<file path="src/rtl/uart_wb_pkg.sv">
// Shared types and constants for the UART16550 Wishbone command master.
package uart_wb_pkg;

    localparam int ADDR_W_DEF  = 5;
    localparam int DATA_W_DEF  = 32;
    localparam int TMO_CYC_DEF = 255;
    localparam int TMO_W       = $clog2(TMO_CYC_DEF + 1);

    typedef enum logic [1:0] {
        IDLE = 2'd0,
        BUS  = 2'd1,
        RESP = 2'd2
    } wbm_state_e;

    typedef struct packed {
        logic                  err;
        logic [DATA_W_DEF-1:0] dat;
    } wbm_rsp_t;

    // Timer width for a given timeout, so overridden TMO_CYC values size correctly.
    function automatic int tmo_width(input int cyc);
        return $clog2(cyc + 1);
    endfunction

endpackage

</file>
<file path="src/rtl/uart_int_sync.sv">
// Brings the UART interrupt line into the clock domain and turns rising
// edges into a sticky pending flag that software clears with irq_clr.
module uart_int_sync (
    input  logic clk,
    input  logic rst,
    input  logic int_i,
    input  logic irq_clr,
    output logic irq_pending
);

    logic sync1_q, sync2_q, prev_q, pend_q;
    logic pend_d, edge_w;

    assign edge_w = sync2_q & ~prev_q;

    // A new edge beats a clear arriving in the same cycle.
    always_comb begin
        pend_d = pend_q;
        if (irq_clr) pend_d = 1'b0;
        if (edge_w)  pend_d = 1'b1;
    end

    always_ff @(posedge clk) begin
        if (!rst) begin
            sync1_q <= 1'b0;
            sync2_q <= 1'b0;
            prev_q  <= 1'b0;
            pend_q  <= 1'b0;
        end else begin
            sync1_q <= int_i;
            sync2_q <= sync1_q;
            prev_q  <= sync2_q;
            pend_q  <= pend_d;
        end
    end

    assign irq_pending = pend_q;

endmodule

</file>
<file path="src/rtl/uart_wb_master.sv">
// Single-beat Wishbone classic initiator for the UART16550 register port:
// one command in, one bus cycle, one response out, with an ack timeout.
module uart_wb_master
    import uart_wb_pkg::*;
#(
    parameter int ADDR_W  = ADDR_W_DEF,
    parameter int DATA_W  = DATA_W_DEF,
    parameter int TMO_CYC = TMO_CYC_DEF
) (
    input  logic              clk,
    input  logic              rst,
    input  logic              cmd_valid,
    output logic              cmd_ready,
    input  logic              cmd_we,
    input  logic [ADDR_W-1:0] cmd_adr,
    input  logic [DATA_W-1:0] cmd_dat,
    input  logic [3:0]        cmd_sel,
    output logic              rsp_valid,
    input  logic              rsp_ready,
    output logic [DATA_W-1:0] rsp_dat,
    output logic              rsp_err,
    output logic [ADDR_W-1:0] wb_adr_o,
    output logic [DATA_W-1:0] wb_dat_o,
    input  logic [DATA_W-1:0] wb_dat_i,
    output logic              wb_we_o,
    output logic              wb_stb_o,
    output logic              wb_cyc_o,
    output logic [3:0]        wb_sel_o,
    input  logic              wb_ack_i,
    input  logic              int_i,
    input  logic              irq_clr,
    output logic              irq_pending,
    output logic              busy,
    output wbm_state_e        dbg_state_o
);

    localparam int TW = tmo_width(TMO_CYC);

    wbm_state_e        state_q;
    logic              cmd_ready_q, busy_q, rsp_valid_q;
    logic              wb_we_q, wb_cyc_q, wb_stb_q;
    logic [ADDR_W-1:0] wb_adr_q;
    logic [DATA_W-1:0] wb_dat_q;
    logic [3:0]        wb_sel_q;
    wbm_rsp_t          rsp_q;
    logic [TW-1:0]     timer_q, timer_d;

    assign timer_d = timer_q + 1'b1;

    always_ff @(posedge clk) begin
        if (!rst) begin
            state_q     <= IDLE;
            cmd_ready_q <= 1'b1;
            busy_q      <= 1'b0;
            rsp_valid_q <= 1'b0;
            rsp_q       <= '0;
            wb_we_q     <= 1'b0;
            wb_cyc_q    <= 1'b0;
            wb_stb_q    <= 1'b0;
            wb_adr_q    <= '0;
            wb_dat_q    <= '0;
            wb_sel_q    <= '0;
            timer_q     <= '0;
        end else begin
            case (state_q)
                IDLE: begin
                    if (cmd_valid && cmd_ready_q) begin
                        wb_adr_q    <= cmd_adr;
                        wb_dat_q    <= cmd_dat;
                        wb_we_q     <= cmd_we;
                        wb_sel_q    <= cmd_sel;
                        wb_cyc_q    <= 1'b1;
                        wb_stb_q    <= 1'b1;
                        timer_q     <= '0;
                        cmd_ready_q <= 1'b0;
                        busy_q      <= 1'b1;
                        state_q     <= BUS;
                    end
                end
                BUS: begin
                    // An ack on the timeout edge still completes the cycle normally.
                    if (wb_ack_i) begin
                        wb_cyc_q    <= 1'b0;
                        wb_stb_q    <= 1'b0;
                        rsp_q.err   <= 1'b0;
                        rsp_q.dat   <= wb_we_q ? '0 : wb_dat_i;
                        rsp_valid_q <= 1'b1;
                        state_q     <= RESP;
                    end else if (timer_q == TW'(TMO_CYC - 1)) begin
                        wb_cyc_q    <= 1'b0;
                        wb_stb_q    <= 1'b0;
                        rsp_q.err   <= 1'b1;
                        rsp_q.dat   <= '0;
                        rsp_valid_q <= 1'b1;
                        state_q     <= RESP;
                    end else begin
                        timer_q <= timer_d;
                    end
                end
                RESP: begin
                    if (rsp_ready) begin
                        rsp_valid_q <= 1'b0;
                        cmd_ready_q <= 1'b1;
                        busy_q      <= 1'b0;
                        state_q     <= IDLE;
                    end
                end
                default: begin
                    state_q     <= IDLE;
                    cmd_ready_q <= 1'b1;
                    busy_q      <= 1'b0;
                end
            endcase
        end
    end

    uart_int_sync u_int_sync (
        .clk         (clk),
        .rst         (rst),
        .int_i       (int_i),
        .irq_clr     (irq_clr),
        .irq_pending (irq_pending)
    );

    assign cmd_ready   = cmd_ready_q;
    assign rsp_valid   = rsp_valid_q;
    assign rsp_dat     = rsp_q.dat;
    assign rsp_err     = rsp_q.err;
    assign wb_adr_o    = wb_adr_q;
    assign wb_dat_o    = wb_dat_q;
    assign wb_we_o     = wb_we_q;
    assign wb_stb_o    = wb_stb_q;
    assign wb_cyc_o    = wb_cyc_q;
    assign wb_sel_o    = wb_sel_q;
    assign busy        = busy_q;
    assign dbg_state_o = state_q;

endmodule

</file>
<file path="config.mk">
export PLATFORM = sky130hd
export DESIGN_NAME = uart_wb_master
export DESIGN_NICKNAME = d
export VERILOG_FILES = /design/src/rtl/uart_wb_pkg.sv /design/src/rtl/uart_int_sync.sv /design/src/rtl/uart_wb_master.sv
export SDC_FILE = /design/constraint.sdc
export NUM_CORES = 1
export LEC_CHECK = 0
export CAP_MARGIN = 30
export CORE_UTILIZATION = 40
export CTS_CLUSTER_SIZE = 25
export DETAILED_ROUTE_END_ITERATION = 10
export PLACE_DENSITY = 0.89
export SLEW_MARGIN = 10
export SYNTH_ARGS = -nofsm -noshare
export SYNTH_HDL_FRONTEND = slang
export SYNTH_SLANG_ARGS = --single-unit
</file>
<file path="constraint.sdc">
create_clock -name clk -period 2.4 [get_ports clk]
set_input_delay 0.48 -clock clk [delete_from_list [all_inputs] [get_ports clk]]
set_output_delay 0.48 -clock clk [all_outputs]
set_load 0.05 [all_outputs]
</file>
==> results of run 1 <==
-- kinds of logic after synthesis --
| logic type | after synthesis |
|---|---|
| buffers and inverters | 26 |
| XOR/XNOR | 1 |
| AND/OR/NAND/NOR | 132 |
| flip-flops | 93 |
| multiplexers | 1 |
| AO/OA/AOI/OAI | 95 |
| adder cells (fa/ha/maj) | 2 |
-- sequential cells by signal, indices dropped and copies added, names as in the netlist, 2 cells and up --
name,count
rsp_dat,32
wb_dat_o,32
timer_q,8
wb_adr_o,5
wb_sel_o,4
dbg_state_o,2
-- layout by cell type, fill, tap and decap left out, drive strengths merged, types with 2 or more instances in the layout --
cell	n
and2	4
nand3b	2
clkinvlp	2
nand2b	3
ha	2
or3	3
nand3	10
dfxtp	93
a31oi	3
nand4	2
nor2	6
clkdlybuf4s50	163
inv	4
clkbuf	11
o21a	3
nand2	94
o21ai	3
buf	8
nor3b	2
a21oi	52
bufinv	2
a22o	32
and3	2
-- cell type report --
cell class | count | share of cell area, %
Inverter | 3 | 0.218
Clock buffer | 11 | 2.54
Multi-Input combinational cell | 231 | 24.5
Sequential cell | 93 | 36.0
Timing Repair Buffer | 171 | 32.7
Tap cell | 102 | 2.47
Clock inverter | 5 | 1.62
-- stage by stage --
step | util, % | hold WS, ps | setup slack (ps)
floorplan | - | 412 | 652
global placement | 63.5 | 423 | 421
detailed placement | 63.5 | 441 | 350
CTS | 66.3 | 458 | 167
global route | 66.3 | 478 | 105
finish | 66.3 | 456 | 184
-- how the worst max path moves through the flow --
stage                              start        endpoint  slack, ps  cells after the start
after CTS                 dbg_state_o[1]  dbg_state_o[1]        170                      1
after detailed placement        wb_ack_i      timer_q[6]        350                      5
after global placement          wb_ack_i      timer_q[6]        420                      5
after floorplan           dbg_state_o[0]      timer_q[3]        650                      5
after global routing      dbg_state_o[1]  dbg_state_o[1]        100                      1
final                     dbg_state_o[1]  dbg_state_o[1]        180                      1
-- routing by layer --
layer,up-vias,wire (um)
met3,8,820
met5,-,0
met2,132,4370
met4,0,104
met1,1395,3700
li1,1522,-
-- where the power goes --
group,switching [mW],internal (mW),total (mW)
clock network,0.521,0.591,1.11
logic,0.467,0.311,0.778
registers,0.0477,1.62,1.67
total,1.04,2.52,3.56
==> summary by stage, run 1 <==
Run status
The flow ran to the end, and the final reports show no timing, DRC or antenna violations.

Logic synthesis
After Yosys synthesis, XOR and XNOR cells account for 0.269% of the synthesized area. Of the total synthesized cell area, the portion taken by AND, OR, NAND and NOR gates is between 10% and 20%. The share of cell area taken by muxes after synthesis is less than 1%. The post-synthesis share of cell area spent on full adders, half adders and majority gates is less than 1%.

In this run the biggest area consumer among cell types represents 57.2% of the synthesized area. The synthesis warning total is 0. Counting distinct cell types in the post-synthesis netlist gives 35. Counting every net in the synthesized netlist gives 433.

In the post-synthesis netlist, the biggest area contributors are sky130_fd_sc_hd__dfxtp_1 (57%), sky130_fd_sc_hd__nand2_1 (11%), sky130_fd_sc_hd__a22o_1 (8.6%). The cell area that synthesis handed to floorplanning was approximately 0.0033 mm2. The number of enable-type register cells in the synthesized netlist is 0. The share of flip-flops with an asynchronous set or reset is 0%. Among all flip-flop cells after synthesis, the most frequent one is sky130_fd_sc_hd__dfxtp_1. The largest family of logic cells by synthesized area is compound AO/OA/AOI/OAI gates. The dominant cell type by area after synthesis is sky130_fd_sc_hd__dfxtp_1. For this run, the register share of the synthesized area comes to between 50% and 60%. The synthesized-area fraction occupied by ao, oa, aoi and oai cells is a little under a fifth. Among all cell types in the netlist, the one instantiated most often is sky130_fd_sc_hd__nand2_1.

Synthesis handed over a netlist of 350 instances. The commonest cells after synthesis are sky130_fd_sc_hd__nand2_1 (94), sky130_fd_sc_hd__dfxtp_1 (93), sky130_fd_sc_hd__a21oi_1 (51), sky130_fd_sc_hd__a22o_1 (32), sky130_fd_sc_hd__nand3_1 (10). The per-instance average area after synthesis is 9.30 um2. The post-synthesis sequential element count is between 90 and 100.

Clock tree
The clock insertion delay at the later pin of the skew report is 350 ps. The count of cells resized by post-cts repair is 0. The clock-pin slew of the registers on the worst-case setup and hold paths is 80 ps. The clock passes through at most 2 buffers.

The number of setup buffers added after CTS is 0. The H-tree was split into 3 levels. The number of clock sinks is 93. In this run, post-CTS hold repair placed 0 buffers. TritonCTS built the clock tree. Counting the buffers created by CTS gives 9. CTS placed an instance of sky130_fd_sc_hd__clkbuf_8 at the clock tree root.

Global routing
The global-route wire length before repair is between 10 and 15 mm. The overall global routing resource usage is between 20% and 30%. The busiest layer in global routing is met2. Global routing consumed, on the met1 layer, 24.1% of the routing resources. Global routing used 37.1% of the available met2 tracks. The maximum number of pins on one net before global-route repair is 41. For this run the aggregate overflow at the end of global routing stands at 0. Global routing used 8.96% of the available met3 tracks.

The initial antenna violation count is 0. The via count of the first global-routing pass is 2934.

Placed design
The placed wire-length estimate is 6.73 mm. The number of buffers inserted by port buffering is 163. The cell area after placement is 0.00496 mm2.

In this run, placement finished with an instance count of 600. The placer congestion estimate is roughly 0.8.

Layout
The synthesis-to-layout area growth is 58.9%. After filler insertion, the fill cell instance count of the layout stands at 611. The repair_antennas step left the layout with diodes totalling 0.

With fillers left out, the area of the finished cells amounts to 0.00517 mm2. The fraction of final layout cells with drive strength greater than 1 is 5.45%. The area of all sequential standard cells is ~0.0019 mm2. Summing all multi-input logic gate instances after layout gives 0.00126 mm2. For this run, the post-layout net count is 592.

The count of cells in the finished layout, fillers not included, comes to about 620.

STA
The remaining max-slew budget at the tightest pin is 63.7%. Between clock sinks in the finished design, the worst skew comes to 10.2 ps. Based on the critical path, the design can be clocked at up to 451 MHz.

The setup-violating endpoint count in the final report is 0. The number of pins with negative max-slew slack in the final report was 0. For the final routed database, the setup TNS stands at 0 ps.

Dividing the final minimum period by the clock period gives between 90 and 100%. For the pin with the worst max-slew slack, the measured transition is around 540 ps. Setup repair after global routing left no endpoint under its margin. The minimum clock period is 2220 ps. The number of hold violations in the final report is 0.

Power and ir drop
The power density relative to cell area is 688 mW/mm2. The maximum ir drop on the vdd rail is 0.000423 V. The design draws ~3.6 mW. Summed over all cells, the static leakage comes to 1.91 nW.

Detailed routing
The first detailed-routing pass ran for 4 iterations. The detailed-route wire length per cell is 14.6 um. The via total after detailed routing is between 3000 and 4000. For this run, design rule violations remaining after detail routing come to 0. In this run the remaining antenna-violating nets after routing total 0. Using the TritonRoute via totals, the vias-per-cell ratio works out to 4.96. The routed design has approximately 9 mm of wire. The number of DRC markers after the initial detailed-route iteration is 130.

Hold path
The classification of the worst-slack hold path is register to register. The worst min-delay path startpoint is wb_dat_o[28]. The worst hold path terminates at wb_dat_o[28]. The worst hold path was traced through 2 stages.

Floorplanning
The die width is slightly above 90 um. The starting utilization of the core area is 41.7%. In this run the core area contains 32 standard-cell rows. The die is 92.2 um tall.

The die covers 0.00850 mm2. The area of the core is 0.00781 mm2. The I/O pin count is ~160.

Critical path
The required time of the critical path is 1920 ps. The kind of cell with the highest combined delay along the critical path is buffers and inverters. In this run the worst path has a maximum fanout of 7.

STA classifies the critical path endpoint as an output port. The worst setup path is launched from a register. The number of buffers and inverters on the critical path is 1. The worst reg2reg path depth is 7. The critical-path cell with the highest stage delay is sky130_fd_sc_hd__clkdlybuf4s50_1.

The worst register-to-register path ends at rsp_dat[20]. The slack of the worst reg-to-reg path is 650 ps. The startpoint-to-endpoint class of the critical path is register to output port.

The startpoint of the most critical register-to-register path is timer_q[0]. In this design, the stage delay of the slowest critical-path cell is 880 ps. The critical path data arrival time is 1740 ps.

Traced cell by cell, the critical path runs through clkdlybuf4s50_1.

Job
Across the run, the number of max-cap violations was 0.
(Power assumes the default switching activity.)
==> inputs of run 2 (changes only) <==
- CAP_MARGIN: 30 -> 20
- PLACE_DENSITY: 0.89 -> 0.79
- SYNTH_HIERARCHICAL: default -> 1
==> summary by stage, run 2 <==
Run status
Result of the run: finished, final reports clean (unchanged).

Power and ir drop
The maximum ir drop on the vdd rail was 0.000466 V (was 0.000423 V). The total chip power is 3.36 mW (was 3.56 mW). The power density relative to cell area is 639 mW/mm2 (was 688 mW/mm2). The static leakage power was 1.92 nW (was 1.91 nW).

Critical path
The required time of the critical path is 1920 ps (about the same). The highest cell delay on the worst timing path came to 880 ps (about the same). The startpoint of the most critical register-to-register path was timer_q[0] (unchanged). The worst-path maximum fanout is 8 (was 7). The kind of end point of the critical path is an output port (unchanged). The critical path data arrival time is 1710 ps (was 1740 ps).

The sum of buffers and inverters on the critical path came to 1 (unchanged). Critical-path cell list: clkdlybuf4s50_1 (unchanged). The critical-path cell with the highest stage delay is sky130_fd_sc_hd__clkdlybuf4s50_1 (unchanged).

The family with the most delay on the worst path is buffers and inverters (unchanged). The depth of the critical timing path with buffers and inverters included came to 1 (unchanged). The slack of the worst reg-to-reg path came to 580 ps (was 650 ps).

The worst reg2reg path depth was 6 (was 7). The startpoint type of the worst setup path is a register (unchanged). The critical path launch point is dbg_state_o[1] (unchanged). The startpoint-to-endpoint class of the critical path is register to output port (unchanged).

STA
The number of pins with negative max-slew slack in the final report is 0 (unchanged). The clock skew after layout is 10.5 ps (was 10.2 ps). The setup-violating endpoint count in the final report came to 0 (unchanged). The number of hold violations in the final report came to 0 (unchanged).

The remaining max-slew budget at the tightest pin is 60.9% (was 63.7%). The actual transition at the worst max-transition pin is 582 ps (was 543 ps). The final cycle utilization of the critical path came to 91.3% (was 92.3%).

RSZ-0062 raised after global routing: false (unchanged). The aggregate negative setup slack is 0 ps (unchanged). The minimum clock period was 2190 ps (was 2220 ps). The highest attainable clock frequency was 456 MHz (was 451 MHz).

Logic synthesis
The area share of the largest cell type after synthesis is 55.3% (was 57.2%). The dominant cell type by area after synthesis was sky130_fd_sc_hd__dfxtp_1 (unchanged). The share of flip-flops with an asynchronous set or reset is 0% (unchanged).

The most frequently used cell type in the post-synthesis netlist is sky130_fd_sc_hd__nand2_1 (unchanged). The post-synthesis cell area is 0.00337 mm2 (was 0.00326 mm2). Commonest cells in the synthesized netlist: sky130_fd_sc_hd__nand2_1 (97), sky130_fd_sc_hd__dfxtp_1 (93), sky130_fd_sc_hd__a21boi_0 (33), sky130_fd_sc_hd__a22o_1 (32), sky130_fd_sc_hd__clkbuf_1 (15) (was sky130_fd_sc_hd__nand2_1 (94), sky130_fd_sc_hd__dfxtp_1 (93), sky130_fd_sc_hd__a21oi_1 (51), sky130_fd_sc_hd__a22o_1 (32), sky130_fd_sc_hd__nand3_1 (10)). The per-instance average area after synthesis is 9.51 um2 (was 9.30 um2). The number of enable-type register cells in the synthesized netlist is 0 (unchanged).

The most used flip-flop cell after synthesis is sky130_fd_sc_hd__dfxtp_1 (unchanged). Cell types occupying the most area after synthesis: sky130_fd_sc_hd__dfxtp_1 (55%), sky130_fd_sc_hd__nand2_1 (11%), sky130_fd_sc_hd__a22o_1 (8.3%) (was sky130_fd_sc_hd__dfxtp_1 (57%), sky130_fd_sc_hd__nand2_1 (11%), sky130_fd_sc_hd__a22o_1 (8.6%)). The synthesis warning total is 6 (was 0). The number of instances in the synthesized netlist is 354 (was 350). The post-synthesis sequential element count is 93 (unchanged).

The number of distinct standard cells referenced by the synthesized netlist is 38 (was 35). The proportion of synthesized chip area in sequential cells was 55.3% (was 57.2%). The post-synthesis net count came to 437 (was 433).

Placed design
The placed wire-length estimate is 6.32 mm (was 6.73 mm). The number of buffers inserted by port buffering came to 163 (unchanged). The placer congestion estimate is 0.780 (was 0.804).

Hold path
The cell depth of the worst min-delay path was 1 (was 2). The worst min-delay path startpoint is u_int_sync/sync1_q (was wb_dat_o[28]). The classification of the worst-slack hold path is register to register (unchanged).

Detailed routing
The number of vias per cell is 4.91 (was 4.96). The via total after detailed routing is 3045 (was 3057). The remaining design rule violation count is 0 (unchanged). The number of antenna-violating nets in the routed design is 0 (unchanged). The number of DRC markers after the initial detailed-route iteration was 132 (was 130). The detailed-route wire length per cell is 14.4 um (was 14.6 um). The number of iterations in the first detailed-routing pass was 4 (unchanged). The wire length reported by the detailed router is 8.90 mm (was 8.99 mm).

Layout
The most common cell after layout, fill and taps aside is sky130_fd_sc_hd__clkdlybuf4s50_1 (unchanged). The synthesis-to-layout area growth was 56.3% (was 58.9%). The fraction of final layout cells with drive strength greater than 1 is 5.63% (was 5.45%).

The final net count was 594 (was 592). Commonest cells after routing, fill and taps aside: sky130_fd_sc_hd__clkdlybuf4s50_1 (162), sky130_fd_sc_hd__nand2_1 (97), sky130_fd_sc_hd__dfxtp_1 (93) (was sky130_fd_sc_hd__clkdlybuf4s50_1 (163), sky130_fd_sc_hd__nand2_1 (94), sky130_fd_sc_hd__dfxtp_1 (93)). The total inserted antenna cells is 0 (unchanged).

Clock tree
The level count of the clock H-tree is 3 (unchanged). The hold buffer count at cts is 0 (unchanged). The post-CTS setup buffer count came to 0 (unchanged). The count of cells resized by post-cts repair was 0 (unchanged).

The TritonCTS clock tree is yes (unchanged). The clock insertion delay at the later pin of the skew report is 350 ps (about the same). The number of clock sinks came to 93 (unchanged). The clock-pin slew of the registers on the worst-case setup and hold paths is 80 ps (about the same). The root buffer selected by CTS was sky130_fd_sc_hd__clkbuf_8 (unchanged). The maximum clock insertion buffer count is 2 (unchanged). The TritonCTS buffer count came to 9 (unchanged).

Global routing
The global-route wire length before repair came to 14.1 mm (was 14.2 mm). The initial antenna violation count is 0 (unchanged). The maximum number of pins on one net before global-route repair is 66 (was 41). The leftover overflow at the end of global routing is 0 (unchanged). The overall global routing resource usage was 20.6% (was 21.5%). The via count of the first global-routing pass is 2844 (was 2934).

Floorplanning
The I/O pin count was 164 (unchanged). The starting utilization of the core area is 41.2% (was 41.7%). The overall die area was 0.00879 mm2 (was 0.00850 mm2). The die width was 93.7 um (was 92.2 um). The count of standard-cell rows is 33 (was 32). The height of the die is 93.7 um (was 92.2 um). The area of the core is 0.00818 mm2 (was 0.00781 mm2).

Job
The number of violations of the max-capacitance limit is 0 (unchanged).
-- run 2: cell types whose count changed in the layout (fill, tap and decap cells not counted), sizes merged, moves of 3 or more --
cell    previous run  this run
nand3             10         7
nand2             94        97
a21boi             0        45
nor2b              0         3
a21oi             52         3
clkinv             0         3
-- run 2: per-stage QoR --
| stage | hold slack [ps] | utilization (%) | worst slack, ps | instances | instance area [um2] |
|---|---|---|---|---|---|
| after CTS | 442 | 64.4 | 202 | 620 | 5260 |
| after detailed placement | 419 | 62.3 | 154 | 605 | 5100 |
| after global routing | 464 | 64.4 | 154 | 620 | 5260 |
| after global placement | 418 | 62.3 | 201 | 605 | 5100 |
| final | 439 | 64.4 | 209 | 620 | 5260 |
| after floorplan | 412 | - | 441 | 354 | 3370 |
-- run 2: cells by family after synthesis --
| family | after synthesis | synth area share, % |
|---|---|---|
| buf+inv | 26 | 3.31 |
| flops | 93 | 55.3 |
| fa+ha+maj | 2 | 0.743 |
| compound gates | 98 | 22.7 |
| simple gates | 135 | 17.9 |
-- run 2: cell type report --
cell class | count | area (um2)
Inverter | 2 | 7.51
Multi-Input combinational cell | 235 | 1400
Clock inverter | 6 | 41.3
Fill cell | 690 | 2910
Clock buffer | 9 | 124
Timing Repair Buffer | 170 | 1690
Tap cell | 105 | 131
Sequential cell | 93 | 1860
-- run 2: metal layers --
layer | wire length [um] | share of wire, % | GRT usage, %
met1 | 3860 | 43 | 26.1
met2 | 4370 | 49 | 33.4
met3 | 497 | 5.6 | 4.69
met4 | 174 | 2.0 | 8.85
met5 | 0 | 0 | 0
-- run 2: worst paths after layout --
| path | end |
|---|---|
| setup reg to reg | dbg_state_o[0] |
| hold / removal | u_int_sync/sync2_q |
| setup / recovery | dbg_state_o[1] |
| hold reg to reg | u_int_sync/sync2_q |
-- run 2: power by group --
part           internal [mW]  total (mW)  leakage [nW]  switching [mW]
combinational          0.320       0.787          1.09           0.467
clock                  0.368       0.909        0.0771           0.540
sequential              1.62        1.67         0.758          0.0455
total                   2.31        3.36          1.92            1.05
==> inputs of run 3 (changes only) <==
- CORE_UTILIZATION: 40 -> 43
- PLACE_DENSITY: 0.79 -> 0.84
==> summary by stage, run 3 (synthesis results as in run 2) <==
Run status
Result of the run: finished, final reports clean (unchanged).

Power and ir drop
The maximum ir drop on the vdd rail is 0.000367 V (was 0.000466 V). The power density relative to cell area is 678 mW/mm2 (was 639 mW/mm2). The internal power was 2.53 mW (was 2.31 mW).

The total chip power is 3.60 mW (was 3.36 mW). The net switching power figure is 1.07 mW (was 1.05 mW). The portion of total power attributed to the clock network is 31.9% (was 27.0%). The fraction of power consumed by sequential logic is 46.3% (was 49.6%). The switching power as a share of total power is 29.7% (was 31.3%).

The combinational cell fraction of total power is 21.8% (was 23.4%). The static leakage power is 1.94 nW (was 1.92 nW).

Hold path
The sink of the worst hold path is u_int_sync/sync2_q (unchanged). The cell depth of the worst min-delay path is 1 (unchanged). The classification of the worst-slack hold path is register to register (unchanged). The worst min-delay path startpoint is u_int_sync/sync1_q (unchanged).

Clock tree
The hold buffer count at cts is 0 (unchanged). The root buffer selected by CTS is sky130_fd_sc_hd__clkbuf_8 (unchanged). The TritonCTS clock tree was yes (unchanged). The clock insertion delay at the later pin of the skew report is 360 ps (was 350 ps).

The TritonCTS buffer count is 9 (unchanged). The number of clock sinks came to 93 (unchanged). The maximum clock insertion buffer count was 2 (unchanged). The post-CTS setup buffer count is 0 (unchanged). The level count of the clock H-tree came to 3 (unchanged). The count of cells resized by post-cts repair came to 0 (unchanged). The clock-pin slew of the registers on the worst-case setup and hold paths is 90 ps (was 80 ps).

Critical path
The critical-path cell with the highest stage delay is sky130_fd_sc_hd__clkdlybuf4s50_1 (unchanged). The startpoint of the most critical register-to-register path is timer_q[0] (unchanged). The slack of the worst reg-to-reg path is 550 ps (was 580 ps).

The worst reg2reg path depth is 6 (unchanged). The worst-path maximum fanout is 8 (unchanged). The required time of the critical path was 1920 ps (about the same). The kind of end point of the critical path is an output port (unchanged).

Critical-path cell list: clkdlybuf4s50_1 (unchanged). The startpoint-to-endpoint class of the critical path was register to output port (unchanged). The critical path data arrival time is 1730 ps (was 1710 ps).

The sum of buffers and inverters on the critical path is 1 (unchanged). The highest cell delay on the worst timing path was 880 ps (about the same). The family with the most delay on the worst path is buffers and inverters (unchanged). The startpoint type of the worst setup path is a register (unchanged). The capturing point of the worst reg2reg path is dbg_state_o[0] (unchanged).

Placed design
The worst-case setup slack after placement is 168 ps (was 154 ps). The placer congestion estimate is 0.834 (was 0.780). The cell count after placement is 599 (was 605). The number of buffers inserted by port buffering is 163 (unchanged). The placed wire-length estimate was 6.52 mm (was 6.32 mm).

STA
The setup-violating endpoint count in the final report is 0 (unchanged). The minimum clock period is 2210 ps (was 2190 ps). The remaining max-slew budget at the tightest pin came to 59.9% (was 60.9%). The number of pins with negative max-slew slack in the final report came to 0 (unchanged). The highest attainable clock frequency is 452 MHz (was 456 MHz). The number of hold violations in the final report is 0 (unchanged). The aggregate negative setup slack was 0 ps (unchanged). The clock skew after layout is 11.2 ps (was 10.5 ps). RSZ-0062 raised after global routing: false (unchanged). The final cycle utilization of the critical path is 92.1% (was 91.3%). The final worst slack is 190 ps (was 209 ps). The actual transition at the worst max-transition pin came to 598 ps (was 582 ps).

Detailed routing
The detailed-route wire length per cell is 14.7 um (was 14.4 um). The wire length reported by the detailed router is 9.02 mm (was 8.90 mm). The number of antenna-violating nets in the routed design is 0 (unchanged). The via total after detailed routing was 3112 (was 3045). The number of vias per cell is 5.06 (was 4.91). The remaining design rule violation count came to 0 (unchanged). The number of DRC markers after the initial detailed-route iteration is 168 (was 132). The number of iterations in the first detailed-routing pass is 4 (unchanged).

Floorplanning
The starting utilization of the core area was 45.4% (was 41.2%). The area of the core is 0.00741 mm2 (was 0.00818 mm2). The I/O pin count is 164 (unchanged).

The height of the die was 90.5 um (was 93.7 um). The count of standard-cell rows is 31 (was 33). The die width is 90.5 um (was 93.7 um). The overall die area is 0.00819 mm2 (was 0.00879 mm2).

Global routing
The leftover overflow at the end of global routing was 0 (unchanged). The maximum number of pins on one net before global-route repair was 42 (was 66). The overall global routing resource usage is 22.4% (was 20.6%). The global-route wire length before repair is 14.9 mm (was 14.1 mm). The initial antenna violation count is 0 (unchanged). The via count of the first global-routing pass is 3080 (was 2844).

Layout
The post-layout utilization of the core was 71.7% (was 64.4%). The final net count is 594 (unchanged). The most common cell after layout, fill and taps aside is sky130_fd_sc_hd__clkdlybuf4s50_1 (unchanged). The total inserted antenna cells was 0 (unchanged). The fraction of final layout cells with drive strength greater than 1 was 5.81% (was 5.63%).

The non-filler instance count after layout is 615 (was 620). The synthesis-to-layout area growth is 57.7% (was 56.3%). Commonest cells after routing, fill and taps aside: sky130_fd_sc_hd__clkdlybuf4s50_1 (162), sky130_fd_sc_hd__nand2_1 (97), sky130_fd_sc_hd__dfxtp_1 (93) (unchanged).

Job
The number of violations of the max-capacitance limit is 0 (unchanged).
==> run 3: cell count changes in the layout (fill, tap and decap cells not counted), sizes merged <==
| cell | previous run | this run |
|---|---|---|
| clkinv | 3 | 0 |
| bufinv | 0 | 2 |
| clkinvlp | 3 | 4 |
| inv | 2 | 3 |
==> run 3: power by group through the flow <==
stage	Sequential (mW)	Combinational, mW	Clock, mW
after floorplan	1.97	0.183	0
after global placement	1.70	0.777	0
after detailed placement	1.70	0.787	0
after CTS	1.67	0.789	1.18
after global routing	1.68	0.827	1.24
final	1.67	0.784	1.15
==> run 3: worst max path at each step <==
stage	startpoint	end	slack (ps)	cells after the start
6_report	dbg_state_o[1]	dbg_state_o[1]	190	1
5_1_grt	dbg_state_o[1]	dbg_state_o[1]	120	1
2_1_floorplan	dbg_state_o[0]	timer_q[7]	440	4
4_1_cts	dbg_state_o[1]	dbg_state_o[1]	170	1
3_3_place_gp	wb_ack_i	timer_q[7]	200	5
3_5_place_dp	wb_ack_i	timer_q[7]	170	5
==> run 3: area by class of cell <==
class                      instances  area, um2
fill                             565       2100
multi-input combinational        235       1400
clock buffer                       9        124
clock inverter                     7       98.8
timing repair buffer             170       1690
inverter                           2       7.51
sequential                        93       1860
tap                               99        124
==> run 3: routing by layer <==
metal / GRT usage, % / wire (um) / up-vias / part of all wire (%)
met5: 0 / 0 / - / 0
met3: 4.80 / 503 / 21 / 5.6
li1: - / - / 1526 / -
met2: 39.1 / 4600 / 100 / 51
met4: 10.3 / 221 / 0 / 2.4
met1: 26.0 / 3700 / 1465 / 41
==> run 3: per-stage QoR <==
stage | area (um2) | hold slack, ps
2_1_floorplan | 3370 | 412
3_3_place_gp | 5090 | 424
3_5_place_dp | 5090 | 437
4_1_cts | 5310 | 457
5_1_grt | 5310 | 481
6_report | 5310 | 453
